<file path="src/rtl/stopwatch_rate_controller_if.sv">
// Command, divider and status signals between the stopwatch sequencer and its requesters.
// Each requester holds req with stable cmd/val until its one-cycle ack; there is no other backpressure.
interface stopwatch_rate_controller_if #(
    parameter int CNT_W = 16
);
    logic             loc_req;
    logic [1:0]       loc_cmd;
    logic [3:0]       loc_val;
    logic             loc_ack;
    logic             net_req;
    logic [1:0]       net_cmd;
    logic [3:0]       net_val;
    logic             net_ack;
    logic             div_clk;
    logic [3:0]       set_val;
    logic             tick;
    logic [CNT_W-1:0] tick_count;
    logic             clr_pulse;
    logic [1:0]       state;

    modport master (
        output loc_req, loc_cmd, loc_val, net_req, net_cmd, net_val, div_clk,
        input  loc_ack, net_ack, set_val, tick, tick_count, clr_pulse, state
    );

    modport slave (
        input  loc_req, loc_cmd, loc_val, net_req, net_cmd, net_val, div_clk,
        output loc_ack, net_ack, set_val, tick, tick_count, clr_pulse, state
    );
endinterface

</file>
<file path="src/rtl/stopwatch_rate_controller.sv">
// Round-robin run/stop/speed/clear sequencer with divider-edge tick generation; one-cycle command and tick latency.
// Requesters hold req until ack; the ack cycle masks a held req, so one requester can issue at most every other cycle.
module stopwatch_rate_controller #(
    parameter int MAX_SPEED     = 9,
    parameter int DEFAULT_SPEED = 5,
    parameter int CNT_W         = 16
) (
    input  logic                         clk,
    input  logic                         reset,
    stopwatch_rate_controller_if.slave   bus
);
    localparam logic [1:0] ST_IDLE    = 2'd0;
    localparam logic [1:0] ST_RUNNING = 2'd1;
    localparam logic [1:0] ST_PAUSED  = 2'd2;

    localparam logic [1:0] CMD_START = 2'd0;
    localparam logic [1:0] CMD_STOP  = 2'd1;
    localparam logic [1:0] CMD_SPEED = 2'd2;
    localparam logic [1:0] CMD_CLEAR = 2'd3;

    localparam logic GRANT_LOC = 1'b0;
    localparam logic GRANT_NET = 1'b1;

    localparam logic [3:0] MAX_CODE     = 4'(MAX_SPEED);
    localparam logic [3:0] DEFAULT_CODE = 4'(DEFAULT_SPEED);

    logic [1:0]       state_q;
    logic [3:0]       speed_q;
    logic [CNT_W-1:0] count_q;
    logic             tick_q;
    logic             clr_q;
    logic             loc_ack_q;
    logic             net_ack_q;
    logic             div_q;
    logic             last_grant;

    logic             loc_elig;
    logic             net_elig;
    logic             grant_loc;
    logic             grant_net;
    logic             any_grant;
    logic [1:0]       cmd;
    logic [3:0]       val;
    logic [1:0]       state_nxt;
    logic [3:0]       speed_nxt;
    logic             is_clear;
    logic             tick_nxt;

    always_comb begin
        loc_elig  = bus.loc_req & ~loc_ack_q;
        net_elig  = bus.net_req & ~net_ack_q;
        // On a tie the side that did not win last time takes the grant.
        grant_loc = loc_elig & (~net_elig | (last_grant == GRANT_NET));
        grant_net = net_elig & ~grant_loc;
        any_grant = grant_loc | grant_net;
        cmd       = grant_loc ? bus.loc_cmd : bus.net_cmd;
        val       = grant_loc ? bus.loc_val : bus.net_val;
        is_clear  = any_grant & (cmd == CMD_CLEAR);
        // Tick decision uses the state before this edge's command.
        tick_nxt  = (state_q == ST_RUNNING) & bus.div_clk & ~div_q;

        state_nxt = state_q;
        speed_nxt = speed_q;
        if (any_grant) begin
            case (cmd)
                CMD_START: state_nxt = ST_RUNNING;
                CMD_STOP:  if (state_q == ST_RUNNING) state_nxt = ST_PAUSED;
                CMD_SPEED: speed_nxt = (val > MAX_CODE) ? MAX_CODE : val;
                default:   state_nxt = ST_IDLE;
            endcase
        end
        if (state_q == 2'd3) state_nxt = ST_IDLE;
    end

    always_ff @(posedge clk) begin
        if (reset) begin
            state_q    <= ST_IDLE;
            speed_q    <= DEFAULT_CODE;
            count_q    <= '0;
            tick_q     <= 1'b0;
            clr_q      <= 1'b0;
            loc_ack_q  <= 1'b0;
            net_ack_q  <= 1'b0;
            div_q      <= 1'b0;
            last_grant <= GRANT_NET;
        end else begin
            state_q   <= state_nxt;
            speed_q   <= speed_nxt;
            tick_q    <= tick_nxt;
            clr_q     <= is_clear;
            loc_ack_q <= grant_loc;
            net_ack_q <= grant_net;
            div_q     <= bus.div_clk;
            if (any_grant) last_grant <= grant_net;
            // A clear on the same edge as a tick wins; that tick is not counted.
            if (is_clear) begin
                count_q <= '0;
            end else if (tick_nxt) begin
                count_q <= count_q + CNT_W'(1);
            end
        end
    end

    assign bus.state      = state_q;
    assign bus.set_val    = speed_q;
    assign bus.tick       = tick_q;
    assign bus.tick_count = count_q;
    assign bus.clr_pulse  = clr_q;
    assign bus.loc_ack    = loc_ack_q;
    assign bus.net_ack    = net_ack_q;
endmodule

</file>
<file path="src/flat_wrapper.sv">
// flat-port wrapper written by rule: the top's interface ports become plain ports
module stopwatch_rate_controller_flat 
#(
    parameter int MAX_SPEED     = 9,
    parameter int DEFAULT_SPEED = 5,
    parameter int CNT_W         = 16
)
  (clk, reset, bus_loc_req, bus_loc_cmd, bus_loc_val, bus_net_req, bus_net_cmd, bus_net_val, bus_div_clk, bus_loc_ack, bus_net_ack, bus_set_val, bus_tick, bus_tick_count, bus_clr_pulse, bus_state);
  stopwatch_rate_controller_if #(.CNT_W(CNT_W)) bus_i ();
  input  logic clk;
  input  logic reset;
  input wire logic [$bits(bus_i.loc_req)-1:0] bus_loc_req;
  input wire logic [$bits(bus_i.loc_cmd)-1:0] bus_loc_cmd;
  input wire logic [$bits(bus_i.loc_val)-1:0] bus_loc_val;
  input wire logic [$bits(bus_i.net_req)-1:0] bus_net_req;
  input wire logic [$bits(bus_i.net_cmd)-1:0] bus_net_cmd;
  input wire logic [$bits(bus_i.net_val)-1:0] bus_net_val;
  input wire logic [$bits(bus_i.div_clk)-1:0] bus_div_clk;
  output wire logic [$bits(bus_i.loc_ack)-1:0] bus_loc_ack;
  output wire logic [$bits(bus_i.net_ack)-1:0] bus_net_ack;
  output wire logic [$bits(bus_i.set_val)-1:0] bus_set_val;
  output wire logic [$bits(bus_i.tick)-1:0] bus_tick;
  output wire logic [$bits(bus_i.tick_count)-1:0] bus_tick_count;
  output wire logic [$bits(bus_i.clr_pulse)-1:0] bus_clr_pulse;
  output wire logic [$bits(bus_i.state)-1:0] bus_state;
  assign bus_i.loc_req = bus_loc_req;
  assign bus_i.loc_cmd = bus_loc_cmd;
  assign bus_i.loc_val = bus_loc_val;
  assign bus_i.net_req = bus_net_req;
  assign bus_i.net_cmd = bus_net_cmd;
  assign bus_i.net_val = bus_net_val;
  assign bus_i.div_clk = bus_div_clk;
  assign bus_loc_ack = bus_i.loc_ack;
  assign bus_net_ack = bus_i.net_ack;
  assign bus_set_val = bus_i.set_val;
  assign bus_tick = bus_i.tick;
  assign bus_tick_count = bus_i.tick_count;
  assign bus_clr_pulse = bus_i.clr_pulse;
  assign bus_state = bus_i.state;
  stopwatch_rate_controller #(.MAX_SPEED(MAX_SPEED), .DEFAULT_SPEED(DEFAULT_SPEED), .CNT_W(CNT_W)) u_core (.clk(clk), .reset(reset), .bus(bus_i));
endmodule
</file>
<file path="config.mk">
export PLATFORM = sky130hd
export DESIGN_NAME = stopwatch_rate_controller_flat
export DESIGN_NICKNAME = d
export VERILOG_FILES = /design/src/rtl/stopwatch_rate_controller_if.sv /design/src/rtl/stopwatch_rate_controller.sv /design/src/flat_wrapper.sv
export SDC_FILE = /design/constraint.sdc
export NUM_CORES = 1
export LEC_CHECK = 0
export CORE_MARGIN = 2
export CORE_UTILIZATION = 50
export CTS_CLUSTER_SIZE = 25
export DETAILED_ROUTE_END_ITERATION = 6
export PLACE_DENSITY = 0.84
export REMOVE_ABC_BUFFERS = 1
export SYNTH_ARGS = -nofsm -noshare
export SYNTH_HDL_FRONTEND = slang
export SYNTH_SLANG_ARGS = --single-unit
</file>
<file path="constraint.sdc">
create_clock -name clk -period 4.6 [get_ports clk]
set_input_delay 0.69 -clock clk [delete_from_list [all_inputs] [get_ports clk]]
set_output_delay 0.69 -clock clk [all_outputs]
set_load 0.05 [all_outputs]
</file>
==> reports/results.ini <==
[cts]
cts_resized = 0
worst_skew_pair.late_latency_ns = 0.34
hold_buffers = 0
h-tree-depth = 1
clkSlewWorstSetupHoldPaths_ns = 0.15
cts_setup_buffers = 0
clockBufferDepth = 2
cts_tree = done
root_buffer = clkbuf_4
cts_buffers = 3
cts_sinks = 28

[pwr]
swShare = 0.2676
clock_power_share = 0.322
p_leak_uw = 0.0006305
ir_drop_v = 0.0002284
power_frac_comb = 0.179
seq_power_share = 0.499
p_int_uw = 374.8
powerDensity_mw_per_mm2 = 269.8
power_switching_uw = 137.0

[yosys]
yosysWarnings = 0
yosysSeqAreaShare = 0.3916
synth_largest_area_cell = dfxtp_1
synthFlopType = dfxtp_1
synth_edf_count = 0
synth_cells = 158
synth_top_cell_area_share = 0.3916
async_flop_share = 0
ys_types = 42
synth_seq_cells = 28
synthTopCellsByArea = dfxtp_1 39%, nor3_1 4.9%, xor2_1 4.9%
synth_area_mm2 = 0.001431
syn_area_per_cell_um2 = 9.059

[timing]
period_minus_slack_ns = 2.408
tightest_slew_ns = 0.9145
drv_slew = 0
tns_ns = 0
max_freq_mhz = 415.4
hold_viol_final = 0
setup_viol_count_final = 0
relSlewSlack = 0.3885
post-route-period-util = 0.5234
fin_skew_ns = 0.005211
rsz0062_at_grt = false

[worst_setup_path]
critPathLaunchType = input port
crit_path_max_fanout = 17
slowest_delay_ns = 0.63
r2r_setup_slack_ns = 2.66
arrival_ns = 2.71
worstPathCellList = clkdlybuf4s50_1, nor2b_1, nand4_1, a22oi_2, and2_1
worstSetupEndpointType = register
worst-setup-path-type = in2reg
crit_slowest_cell = a22oi_2
required_ns = 4.90

[final_layout]
nFillCells = 206
seqCellArea_um2 = 560.5
drive_gt1_frac = 0.07143
multi_input_area_um2 = 809.5
nNetsFinal = 215
layout_commonest_cell = clkdlybuf4s50_1
fin_util = 0.6938
final_cell_mix = 42 x clkdlybuf4s50_1, 28 x dfxtp_1, 14 x nor3_1, 11 x o21ai_0
syn_to_final_growth_pct = 32.52
antenna_cells = 0

[floorplanning]
dieArea_mm2 = 0.003307
initial_utilization = 0.5236
fp-row-count = 19
core_mm2 = 0.002734
dieHeight_um = 57.51
io_pins = 43
chipWidth_um = 57.51

[routing]
viasPerCell = 6.194
vias = 1406
drt_wl_total_mm = 3.509
first_iter_violations = 32
wire_per_inst_um = 15.46
drtAntennaViolNets = 0
post-route-drc-count = 0
firstDrtPassIters = 4

[outcome]
status = finished clean

[global_routing]
grt_max_degree = 26
grt_pass1_wl_mm = 6.113
overflow = 0
grt_pass1_vias = 1395
grt_util_all_layers = 0.2319
antenna_found_initial = 0

[placed_design]
place_congestion = 0.8628
hpwl_mm = 2.548
numPortBuffers = 42

[run]
cap_violations = 0

[worst_hold_path]
hold_path_class = reg2reg

-- final timing paths --
path,start,end,depth (start not counted)
setup / recovery,bus_loc_req,u_core.bus.clr_pulse,5
hold / removal,u_core.bus.set_val[0],u_core.bus.set_val[0],2
setup reg to reg,u_core.bus.loc_ack,u_core.bus.clr_pulse,4
hold reg to reg,u_core.bus.set_val[0],u_core.bus.set_val[0],2
-- layer usage --
metal  vias to the layer above  GRT usage  part of all wire
met5                         -          0                 0
met4                         0    0.09635             0.022
li1                        670          -                 -
met1                       675     0.2948              0.43
met2                        52     0.3977              0.50
met3                         9    0.02494             0.042
-- state kept, by name (all words and copies together) (netlist names) --
register,cells
u_core.bus.clr_pulse,1
u_core.bus.loc_ack,1
u_core.bus.net_ack,1
u_core.bus.set_val,4
u_core.bus.state,2
u_core.bus.tick,1
u_core.bus.tick_count,16
u_core.div_q,1
u_core.last_grant,1
-- worst max-delay path: cells and delay by family --
| family | cells | cell delay (ns) |
|---|---|---|
| buffers and inverters | 1 | 0.48 |
| AND/OR/NAND/NOR | 3 | 0.91 |
| AO/OA/AOI/OAI | 1 | 0.63 |
-- synth_stat cells, types with 2 or more instances --
cell type / instances
xor2_1: 8
or3_1: 7
dfxtp_1: 28
or3b_1: 2
nor3_1: 14
buf_6: 2
inv_1: 4
a211oi_1: 8
nor2b_1: 2
nand4_1: 5
o21ai_0: 11
a21oi_1: 7
a311oi_1: 2
nand3_1: 7
xnor2_1: 2
nand4b_1: 3
and3_1: 3
nand2_1: 6
and2_1: 3
clkbuf_1: 5
nand2b_1: 7
o221ai_1: 2
-- per-stage QoR --
| step | setup WS, ns | area [um^2] | cells | hold slack, ns | power (uW) |
|---|---|---|---|---|---|
| after floorplan | 2.665 | 1385 | 150 | 0.5740 | 311.9 |
| after global placement | 1.963 | 1844 | 223 | 0.4805 | 349.1 |
| after detailed placement | 1.851 | 1844 | 223 | 0.4866 | 350.7 |
| after CTS | 2.209 | 1897 | 227 | 0.5070 | 515.6 |
| after global routing | 1.987 | 1897 | 227 | 0.5252 | 531.5 |
| final | 2.192 | 1897 | 227 | 0.5122 | 511.8 |
-- kinds of logic (layout without fill, tap and decap cells) --
group | Yosys count | after routing | synth area share
AO/OA/AOI/OAI | 37 | 37 | 0.1757
flip-flops | 28 | 28 | 0.3916
AND/OR/NAND/NOR | 69 | 69 | 0.3129
adder cells (fa/ha/maj) | 1 | 1 | 0.008740
XOR/XNOR | 10 | 10 | 0.06119
buffers and inverters | 12 | 50 | 0.04283
multiplexers | 1 | 1 | 0.006993
-- power by group through the flow --
| stage | clock network, uW | registers [uW] | logic [uW] |
|---|---|---|---|
| 6_report | 165 | 255 | 91.5 |
| 5_1_grt | 177 | 256 | 98.1 |
| 4_1_cts | 170 | 255 | 90.9 |
| 3_5_place_dp | 0 | 260 | 90.2 |
| 3_3_place_gp | 0 | 260 | 89.0 |
| 2_1_floorplan | 0 | 279 | 33.2 |
-- cell type report --
type / instances / share of cell area
multi-input cells: 118 / 0.4268
flip-flops and latches: 28 / 0.2955
repair buffers: 42 / 0.2216
well taps: 31 / 0.02045
clock inverters: 1 / 0.01583
clock buffers: 3 / 0.01187
inverters: 4 / 0.007916
Note: power is estimated with default switching activity, not from simulation.
